<file path="config.mk">
export PLATFORM = sky130hd
export DESIGN_NAME = wb_axis_bridge_flat
export DESIGN_NICKNAME = d
export VERILOG_FILES = /design/src/rtl/wb_axis_bridge_if.sv /design/src/rtl/wb_axis_bridge.sv /design/src/flat_wrapper.sv
export SDC_FILE = /design/constraint.sdc
export NUM_CORES = 1
export LEC_CHECK = 0
export BUFFER_PORTS_ARGS = -buffer_cell sky130_fd_sc_hd__buf_2
export CORE_UTILIZATION = 51
export CTS_CLUSTER_DIAMETER = 200
export DETAILED_ROUTE_END_ITERATION = 7
export GPL_TIMING_DRIVEN = 0
export HOLD_SLACK_MARGIN = 0.12
export PLACE_DENSITY_LB_ADDON = 0.25
export SYNTH_ARGS = -nofsm -noshare
export SYNTH_HDL_FRONTEND = slang
export SYNTH_SLANG_ARGS = --single-unit
export TNS_END_PERCENT = 100
</file>
<file path="constraint.sdc">
create_clock -name i_clk -period 3.1 [get_ports i_clk]
set_input_delay 0.93 -clock i_clk [delete_from_list [all_inputs] [get_ports i_clk]]
set_output_delay 0.93 -clock i_clk [all_outputs]
set_load 0.005 [all_outputs]
</file>
<file path="src/rtl/wb_axis_bridge_if.sv">
// Bus bundle for wb_axis_bridge: Wishbone classic slave port plus the AXIS request/response byte streams.
interface wb_axis_bridge_if;
    logic [31:0] wb_adr_i;
    logic [31:0] wb_dat_i;
    logic [31:0] wb_dat_o;
    logic        wb_we_i;
    logic [3:0]  wb_sel_i;
    logic        wb_stb_i;
    logic        wb_cyc_i;
    logic        wb_ack_o;
    logic        wb_err_o;
    logic        wb_rty_o;
    logic [7:0]  m_axis_tdata;
    logic        m_axis_tvalid;
    logic        m_axis_tready;
    logic [7:0]  s_axis_tdata;
    logic        s_axis_tvalid;
    logic        s_axis_tready;

    modport slave (
        input  wb_adr_i, wb_dat_i, wb_we_i, wb_sel_i, wb_stb_i, wb_cyc_i,
        output wb_dat_o, wb_ack_o, wb_err_o, wb_rty_o,
        output m_axis_tdata, m_axis_tvalid,
        input  m_axis_tready,
        input  s_axis_tdata, s_axis_tvalid,
        output s_axis_tready
    );

    modport master (
        output wb_adr_i, wb_dat_i, wb_we_i, wb_sel_i, wb_stb_i, wb_cyc_i,
        input  wb_dat_o, wb_ack_o, wb_err_o, wb_rty_o,
        input  m_axis_tdata, m_axis_tvalid,
        output m_axis_tready,
        output s_axis_tdata, s_axis_tvalid,
        input  s_axis_tready
    );
endinterface

</file>
<file path="src/rtl/wb_axis_bridge.sv">
// Wishbone classic slave that serialises each access into an AXIS command frame and completes it from the echoed response.
// Optional response timeout: define WB_AXIS_BRIDGE_TIMEOUT_EN.
module wb_axis_bridge #(
    parameter int unsigned TIMEOUT_CYCLES = 1000000,
    parameter logic [7:0]  CMD_READ       = 8'hA1,
    parameter logic [7:0]  CMD_WRITE      = 8'hA2
) (
    input  logic            i_clk,
    input  logic            i_rst_n,
    wb_axis_bridge_if.slave bus,
    output logic            o_busy
);

    typedef enum logic [2:0] {
        S_IDLE    = 3'd0,
        S_TX_HDR  = 3'd1,
        S_TX_DATA = 3'd2,
        S_RX_HDR  = 3'd3,
        S_RX_DATA = 3'd4,
        S_DONE    = 3'd5
    } state_t;

    state_t      state_q;
    logic [2:0]  idx_q;
    logic [31:0] adr_q;
    logic [31:0] dat_q;
    logic        we_q;
    logic        mismatch_q;
    logic [31:0] rdata_q;
    logic [31:0] wb_dat_q;
    logic        ack_q;
    logic        err_q;
    logic        tvalid_q;
    logic [7:0]  tdata_q;
    logic        s_tready_q;
    logic        busy_q;

    logic        req_s;
    logic        accept_s;
    logic        tx_beat_s;
    logic        rx_beat_s;
    logic [2:0]  idx_d;
    logic [7:0]  cmd_s;

    // Header byte n of the frame; the response echoes the same seven bytes.
    function automatic logic [7:0] hdr_byte(input logic [2:0] idx, input logic [7:0] cmd,
                                            input logic [31:0] adr);
        logic [7:0] b;
        case (idx)
            3'd0:    b = cmd;
            3'd1:    b = adr[31:24];
            3'd2:    b = adr[23:16];
            3'd3:    b = adr[15:8];
            3'd4:    b = adr[7:0];
            3'd5:    b = 8'h00;
            3'd6:    b = 8'h04;
            default: b = 8'h00;
        endcase
        return b;
    endfunction

    assign req_s     = bus.wb_cyc_i & bus.wb_stb_i;
    assign accept_s  = req_s & ~ack_q & ~err_q;
    assign tx_beat_s = tvalid_q & bus.m_axis_tready;
    assign rx_beat_s = s_tready_q & bus.s_axis_tvalid;
    assign idx_d     = idx_q + 3'd1;
    assign cmd_s     = we_q ? CMD_WRITE : CMD_READ;

`ifdef WB_AXIS_BRIDGE_TIMEOUT_EN
    logic [31:0] to_q;
`else
    logic [31:0] unused_timeout_s;
    assign unused_timeout_s = TIMEOUT_CYCLES;
`endif

    // Frame sequencer with all bus/stream outputs registered.
    always_ff @(posedge i_clk or negedge i_rst_n) begin
        if (!i_rst_n) begin
            state_q    <= S_IDLE;
            idx_q      <= 3'd0;
            adr_q      <= 32'd0;
            dat_q      <= 32'd0;
            we_q       <= 1'b0;
            mismatch_q <= 1'b0;
            rdata_q    <= 32'd0;
            wb_dat_q   <= 32'd0;
            ack_q      <= 1'b0;
            err_q      <= 1'b0;
            tvalid_q   <= 1'b0;
            tdata_q    <= 8'd0;
            s_tready_q <= 1'b0;
            busy_q     <= 1'b0;
`ifdef WB_AXIS_BRIDGE_TIMEOUT_EN
            to_q       <= 32'd0;
`endif
        end else begin
            ack_q <= 1'b0;
            err_q <= 1'b0;
            case (state_q)
                S_IDLE: begin
                    if (accept_s) begin
                        adr_q      <= bus.wb_adr_i;
                        dat_q      <= bus.wb_dat_i;
                        we_q       <= bus.wb_we_i;
                        mismatch_q <= 1'b0;
                        idx_q      <= 3'd0;
                        // Partial-word writes are refused locally without touching the link.
                        if (bus.wb_we_i && (bus.wb_sel_i != 4'hF)) begin
                            err_q <= 1'b1;
                        end else begin
                            state_q  <= S_TX_HDR;
                            busy_q   <= 1'b1;
                            tvalid_q <= 1'b1;
                            tdata_q  <= bus.wb_we_i ? CMD_WRITE : CMD_READ;
                        end
                    end
                end
                S_TX_HDR: begin
                    if (tx_beat_s) begin
                        if (idx_q == 3'd6) begin
                            idx_q <= 3'd0;
                            if (we_q) begin
                                state_q <= S_TX_DATA;
                                tdata_q <= dat_q[7:0];
                                dat_q   <= {8'h00, dat_q[31:8]};
                            end else begin
                                state_q    <= S_RX_HDR;
                                tvalid_q   <= 1'b0;
                                s_tready_q <= 1'b1;
                            end
                        end else begin
                            idx_q   <= idx_d;
                            tdata_q <= hdr_byte(idx_d, cmd_s, adr_q);
                        end
                    end
                end
                S_TX_DATA: begin
                    if (tx_beat_s) begin
                        if (idx_q == 3'd3) begin
                            idx_q      <= 3'd0;
                            state_q    <= S_RX_HDR;
                            tvalid_q   <= 1'b0;
                            s_tready_q <= 1'b1;
                        end else begin
                            idx_q   <= idx_d;
                            tdata_q <= dat_q[7:0];
                            dat_q   <= {8'h00, dat_q[31:8]};
                        end
                    end
                end
                S_RX_HDR: begin
                    if (rx_beat_s) begin
                        if (bus.s_axis_tdata != hdr_byte(idx_q, cmd_s, adr_q)) begin
                            mismatch_q <= 1'b1;
                        end
                        if (idx_q == 3'd6) begin
                            idx_q <= 3'd0;
                            if (we_q) begin
                                state_q    <= S_DONE;
                                s_tready_q <= 1'b0;
                            end else begin
                                state_q <= S_RX_DATA;
                            end
                        end else begin
                            idx_q <= idx_d;
                        end
                    end
                end
                S_RX_DATA: begin
                    if (rx_beat_s) begin
                        rdata_q <= {bus.s_axis_tdata, rdata_q[31:8]};
                        if (idx_q == 3'd3) begin
                            idx_q      <= 3'd0;
                            state_q    <= S_DONE;
                            s_tready_q <= 1'b0;
                        end else begin
                            idx_q <= idx_d;
                        end
                    end
                end
                S_DONE: begin
                    state_q <= S_IDLE;
                    busy_q  <= 1'b0;
                    // An abandoned cycle gets no completion, but the link stays framed.
                    if (req_s) begin
                        if (mismatch_q) begin
                            err_q <= 1'b1;
                        end else begin
                            ack_q <= 1'b1;
                            if (!we_q) begin
                                wb_dat_q <= rdata_q;
                            end
                        end
                    end
                end
                default: begin
                    state_q    <= S_IDLE;
                    busy_q     <= 1'b0;
                    tvalid_q   <= 1'b0;
                    s_tready_q <= 1'b0;
                end
            endcase
`ifdef WB_AXIS_BRIDGE_TIMEOUT_EN
            // Silence watchdog: any response beat restarts it; expiry forces an error completion.
            if ((state_q == S_RX_HDR) || (state_q == S_RX_DATA)) begin
                if (rx_beat_s) begin
                    to_q <= 32'd0;
                end else if (to_q == (TIMEOUT_CYCLES - 32'd1)) begin
                    to_q       <= 32'd0;
                    state_q    <= S_DONE;
                    mismatch_q <= 1'b1;
                    s_tready_q <= 1'b0;
                end else begin
                    to_q <= to_q + 32'd1;
                end
            end else begin
                to_q <= 32'd0;
            end
`endif
        end
    end

    assign bus.wb_dat_o      = wb_dat_q;
    assign bus.wb_ack_o      = ack_q;
    assign bus.wb_err_o      = err_q;
    assign bus.wb_rty_o      = 1'b0;
    assign bus.m_axis_tdata  = tdata_q;
    assign bus.m_axis_tvalid = tvalid_q;
    assign bus.s_axis_tready = s_tready_q;
    assign o_busy            = busy_q;

endmodule
</file>
<file path="src/flat_wrapper.sv">
// flat-port wrapper written by rule: the top's interface ports become plain ports
module wb_axis_bridge_flat 
#(
    parameter int unsigned TIMEOUT_CYCLES = 1000000,
    parameter logic [7:0]  CMD_READ       = 8'hA1,
    parameter logic [7:0]  CMD_WRITE      = 8'hA2
)
  (i_clk, i_rst_n, o_busy, bus_wb_adr_i, bus_wb_dat_i, bus_wb_we_i, bus_wb_sel_i, bus_wb_stb_i, bus_wb_cyc_i, bus_wb_dat_o, bus_wb_ack_o, bus_wb_err_o, bus_wb_rty_o, bus_m_axis_tdata, bus_m_axis_tvalid, bus_m_axis_tready, bus_s_axis_tdata, bus_s_axis_tvalid, bus_s_axis_tready);
  wb_axis_bridge_if bus_i ();
  input  logic i_clk;
  input  logic i_rst_n;
  output logic o_busy;
  input wire logic [$bits(bus_i.wb_adr_i)-1:0] bus_wb_adr_i;
  input wire logic [$bits(bus_i.wb_dat_i)-1:0] bus_wb_dat_i;
  input wire logic [$bits(bus_i.wb_we_i)-1:0] bus_wb_we_i;
  input wire logic [$bits(bus_i.wb_sel_i)-1:0] bus_wb_sel_i;
  input wire logic [$bits(bus_i.wb_stb_i)-1:0] bus_wb_stb_i;
  input wire logic [$bits(bus_i.wb_cyc_i)-1:0] bus_wb_cyc_i;
  output wire logic [$bits(bus_i.wb_dat_o)-1:0] bus_wb_dat_o;
  output wire logic [$bits(bus_i.wb_ack_o)-1:0] bus_wb_ack_o;
  output wire logic [$bits(bus_i.wb_err_o)-1:0] bus_wb_err_o;
  output wire logic [$bits(bus_i.wb_rty_o)-1:0] bus_wb_rty_o;
  output wire logic [$bits(bus_i.m_axis_tdata)-1:0] bus_m_axis_tdata;
  output wire logic [$bits(bus_i.m_axis_tvalid)-1:0] bus_m_axis_tvalid;
  input wire logic [$bits(bus_i.m_axis_tready)-1:0] bus_m_axis_tready;
  input wire logic [$bits(bus_i.s_axis_tdata)-1:0] bus_s_axis_tdata;
  input wire logic [$bits(bus_i.s_axis_tvalid)-1:0] bus_s_axis_tvalid;
  output wire logic [$bits(bus_i.s_axis_tready)-1:0] bus_s_axis_tready;
  assign bus_i.wb_adr_i = bus_wb_adr_i;
  assign bus_i.wb_dat_i = bus_wb_dat_i;
  assign bus_i.wb_we_i = bus_wb_we_i;
  assign bus_i.wb_sel_i = bus_wb_sel_i;
  assign bus_i.wb_stb_i = bus_wb_stb_i;
  assign bus_i.wb_cyc_i = bus_wb_cyc_i;
  assign bus_wb_dat_o = bus_i.wb_dat_o;
  assign bus_wb_ack_o = bus_i.wb_ack_o;
  assign bus_wb_err_o = bus_i.wb_err_o;
  assign bus_wb_rty_o = bus_i.wb_rty_o;
  assign bus_m_axis_tdata = bus_i.m_axis_tdata;
  assign bus_m_axis_tvalid = bus_i.m_axis_tvalid;
  assign bus_i.m_axis_tready = bus_m_axis_tready;
  assign bus_i.s_axis_tdata = bus_s_axis_tdata;
  assign bus_i.s_axis_tvalid = bus_s_axis_tvalid;
  assign bus_s_axis_tready = bus_i.s_axis_tready;
  wb_axis_bridge #(.TIMEOUT_CYCLES(TIMEOUT_CYCLES), .CMD_READ(CMD_READ), .CMD_WRITE(CMD_WRITE)) u_core (.i_clk(i_clk), .i_rst_n(i_rst_n), .bus(bus_i), .o_busy(o_busy));
endmodule
</file>
==> summary.txt <==
Status
  – Outcome: complete, no violations

Synth
  – Most frequent cell after synthesis: dfrtp_1
  – Top cells by area, synth: dfrtp_1 (53%), mux2_2 (16%), nand2_1 (4.3%)
  – Yosys warning count: 0
  – Mapped Area: 7020 µm²
  – Cell taking the most area after synthesis: dfrtp_1
  – Top post-synthesis cells by count: dfrtp_1 (149), mux2_2 (97), nand2_1 (80)
  – Synthesized Nets: between 700 and 800
  – Sequential-to-total area share from yosys stat: about 53%
  – Ys async rst share: 100%
  – Most common flop cell mapped by yosys: dfrtp_1
  – Yosys reg bits: 149
  – Post-synth EDFFs: 0
  – Syn Inst Count: roughly 640
  – Distinct cells, synth: 54
  – Synth top area share: 53.1%
  – Syn Area/Cell: 11.0 µm²

Clock network
  – Clock Path Buffers: 2
  – CTS tree: yes
  – Clk root buf: clkbuf_16
  – Clock latency on the worst-skew pair: 0.43 ns
  – Post-CTS Resized: 0
  – H-tree depth: 4
  – Worst-path clk slew: 0.06 ns
  – Clock sink total: 149
  – CTS buffer count: 17
  – CTS hold repair buffers: 0
  – Setup bufs post-CTS: 0

Finish
  – Final instance area: 8510 µm²
  – Non-Filler Instances: approximately 970
  – Fillers: 1,101
  – Number of diodes: 0
  – Nets@finish: 875
  – Final Util: 63.7%
  – Layout cells sized above 1: 36.0%
  – Area Growth Syn to Fin: 21.1%

Global routing
  – Gr usage total: roughly a quarter
  – Initial antenna violation count: 0
  – Largest net degree at the start of global routing: 80
  – Total grt overflow: 0
  – Vias in the first global route: 5,597
  – First-pass GRT wire length: 28,300 µm

Place
  – Pre-CTS WS: 0.342 ns
  – Inst Count DP: 941
  – Placed instance area: 7910 µm²
  – Detailed placement HPWL: 12,300 µm
  – Placer Congestion: 0.891
  – PortBufs: 127

Route
  – Via Count: 5,667
  – Post-route ant nets: 0
  – Initial DRC count: between 500 and 600
  – WL per Instance: 17.6 µm
  – DRC Markers: 0
  – Vias per cell: 5.82
  – TritonRoute pass-1 iters: 6
  – Routed WL: 17,100 µm

STA
  – Setup ws final: 0.203 ns
  – Minimum clock period: 2.90 ns
  – Final Hold Fails: 0
  – Setup TNS: 0 ns
  – Maximum clock rate: between 300 and 400 MHz
  – Final setup vio count: 0
  – Relative slew slack: 56.8%
  – Max Slew Vio Count: 0
  – Worst-margin pin slew: 0.647 ns
  – Hold Slack: a little under 0.5 ns
  – Worst Skew: 0.0118 ns
  – RSZ-0062 raised after global routing: no
  – Final period utilization: 93.5%

Setup path
  – CP Capture Type: flop
  – Critical path type: reg -> reg
  – CP arrival: 3.21 ns
  – R2R setup slack: 0.20 ns
  – Startpoint Class: flop
  – Critical path required time: 3.41 ns
  – CP Max Fanout: 10

Pwr
  – PwrDens: approximately 500 nW/µm²
  – P_leak: 4.16 nW
  – PnR Total Power: 4.19 mW
  – Maximum vdd drop: 431 µV

Floorplan
  – # rows: 42
  – Chip Width: 119 µm
  – I/O Pins: 129
  – Die H: 119 µm
  – Initial core utilization: 52.6%
  – Die Area: 14,200 µm²
  – Core ar.: 13,300 µm²

Min path
  – Worst Hold Class: reg -> reg

Job
  – # Max-Cap Violations: 0
cells by family after synthesis:
logic type / count (synthesis) / share of synthesized area [%]
mux: 103 / 16.4
simple gates: 173 / 11.2
fa+ha+maj: 8 / 1.43
other cells: 1 / 0.0534
buf+inv: 58 / 3.65
compound gates: 143 / 13.9
xor+xnor: 2 / 0.249
flops: 149 / 53.1
final cells by class:
cell class	instances	area, µm²	share of cell area [%]
Timing Repair Buffer	128	669	7.87
Clock inverter	10	121	1.43
Inverter	20	75.1	0.882
Buffer	38	181	2.13
Multi-Input combinational cell	430	3040	35.7
Sequential cell	149	3730	43.8
Clock buffer	22	474	5.57
Tap cell	176	220	2.59
power breakdown:
part,leakage (nW),total [mW],internal (mW),switching [mW]
sequential,1.94,1.95,1.95,0.00374
combinational,1.94,0.164,0.0640,0.0998
clock,0.279,2.07,1.25,0.821
cell usage in the layout (no fill, tap or decap), types with 4 or more instances in the layout:
cell | Yosys | layout
a211oi_1 | 4 | 4
a21oi_1 | 13 | 13
a222oi_1 | 12 | 12
a22o_1 | 4 | 4
a22oi_1 | 6 | 6
a31oi_1 | 26 | 26
a32o_1 | 4 | 4
buf_2 | 22 | 148
clkbuf_1 | 13 | 15
clkbuf_16 | 0 | 17
clkinvlp_4 | 0 | 4
dfrtp_1 | 149 | 149
ha_1 | 8 | 8
inv_1 | 20 | 20
mux2_2 | 97 | 97
mux2i_1 | 4 | 4
nand2_1 | 80 | 80
nand2b_1 | 8 | 8
nand3_1 | 14 | 14
nand4_1 | 6 | 6
nor2_1 | 37 | 37
nor2b_1 | 8 | 8
nor3_1 | 4 | 4
o21a_1 | 4 | 4
o21ai_0 | 44 | 44
o22ai_1 | 4 | 4
sequential cells by signal, indices dropped and copies added, names as in the netlist:
register / flops
u_core.bus.m_axis_tdata: 8
u_core.bus.s_axis_tready: 1
u_core.bus.m_axis_tvalid: 1
u_core.bus.wb_dat_o: 32
u_core.rdata_q: 32
u_core.bus.wb_err_o: 1
u_core.adr_q: 32
u_core.idx_q: 3
u_core.dat_q: 32
u_core.we_q: 1
u_core.bus.wb_ack_o: 1
u_core.mismatch_q: 1
u_core.o_busy: 1
u_core.state_q: 3
layer usage:
metal / routed length, µm / global-route usage, % / vias up
li1: - / - / 2596
met1: 7450 / 34.1 / 2779
met2: 8070 / 40.9 / 261
met3: 1270 / 6.90 / 31
met4: 342 / 9.22 / 0
met5: 0 / 0 / -
worst paths after layout:
check	start	endpoint	cells past startpoint
max in group asynchronous	i_rst_n	u_core.adr_q[10]	2
max reg2reg	u_core.idx_q[2]	u_core.mismatch_q	9
min	u_core.mismatch_q	u_core.bus.wb_ack_o	1
min reg2reg	u_core.mismatch_q	u_core.bus.wb_ack_o	1
min in group asynchronous	i_rst_n	u_core.bus.wb_dat_o[28]	1
max	u_core.idx_q[2]	u_core.mismatch_q	9
worst max-delay path, cell delays in order, from the launching register on:
cell	delay (ns)
dfrtp_1	0.40
buf_2	0.23
buf_2	0.25
inv_1	0.09
ha_1	0.25
clkbuf_1	0.27
a221oi_1	0.59
mux2i_1	0.27
nand4_1	0.12
a211o_1	0.32
Note: power is estimated with default switching activity, not from simulation.
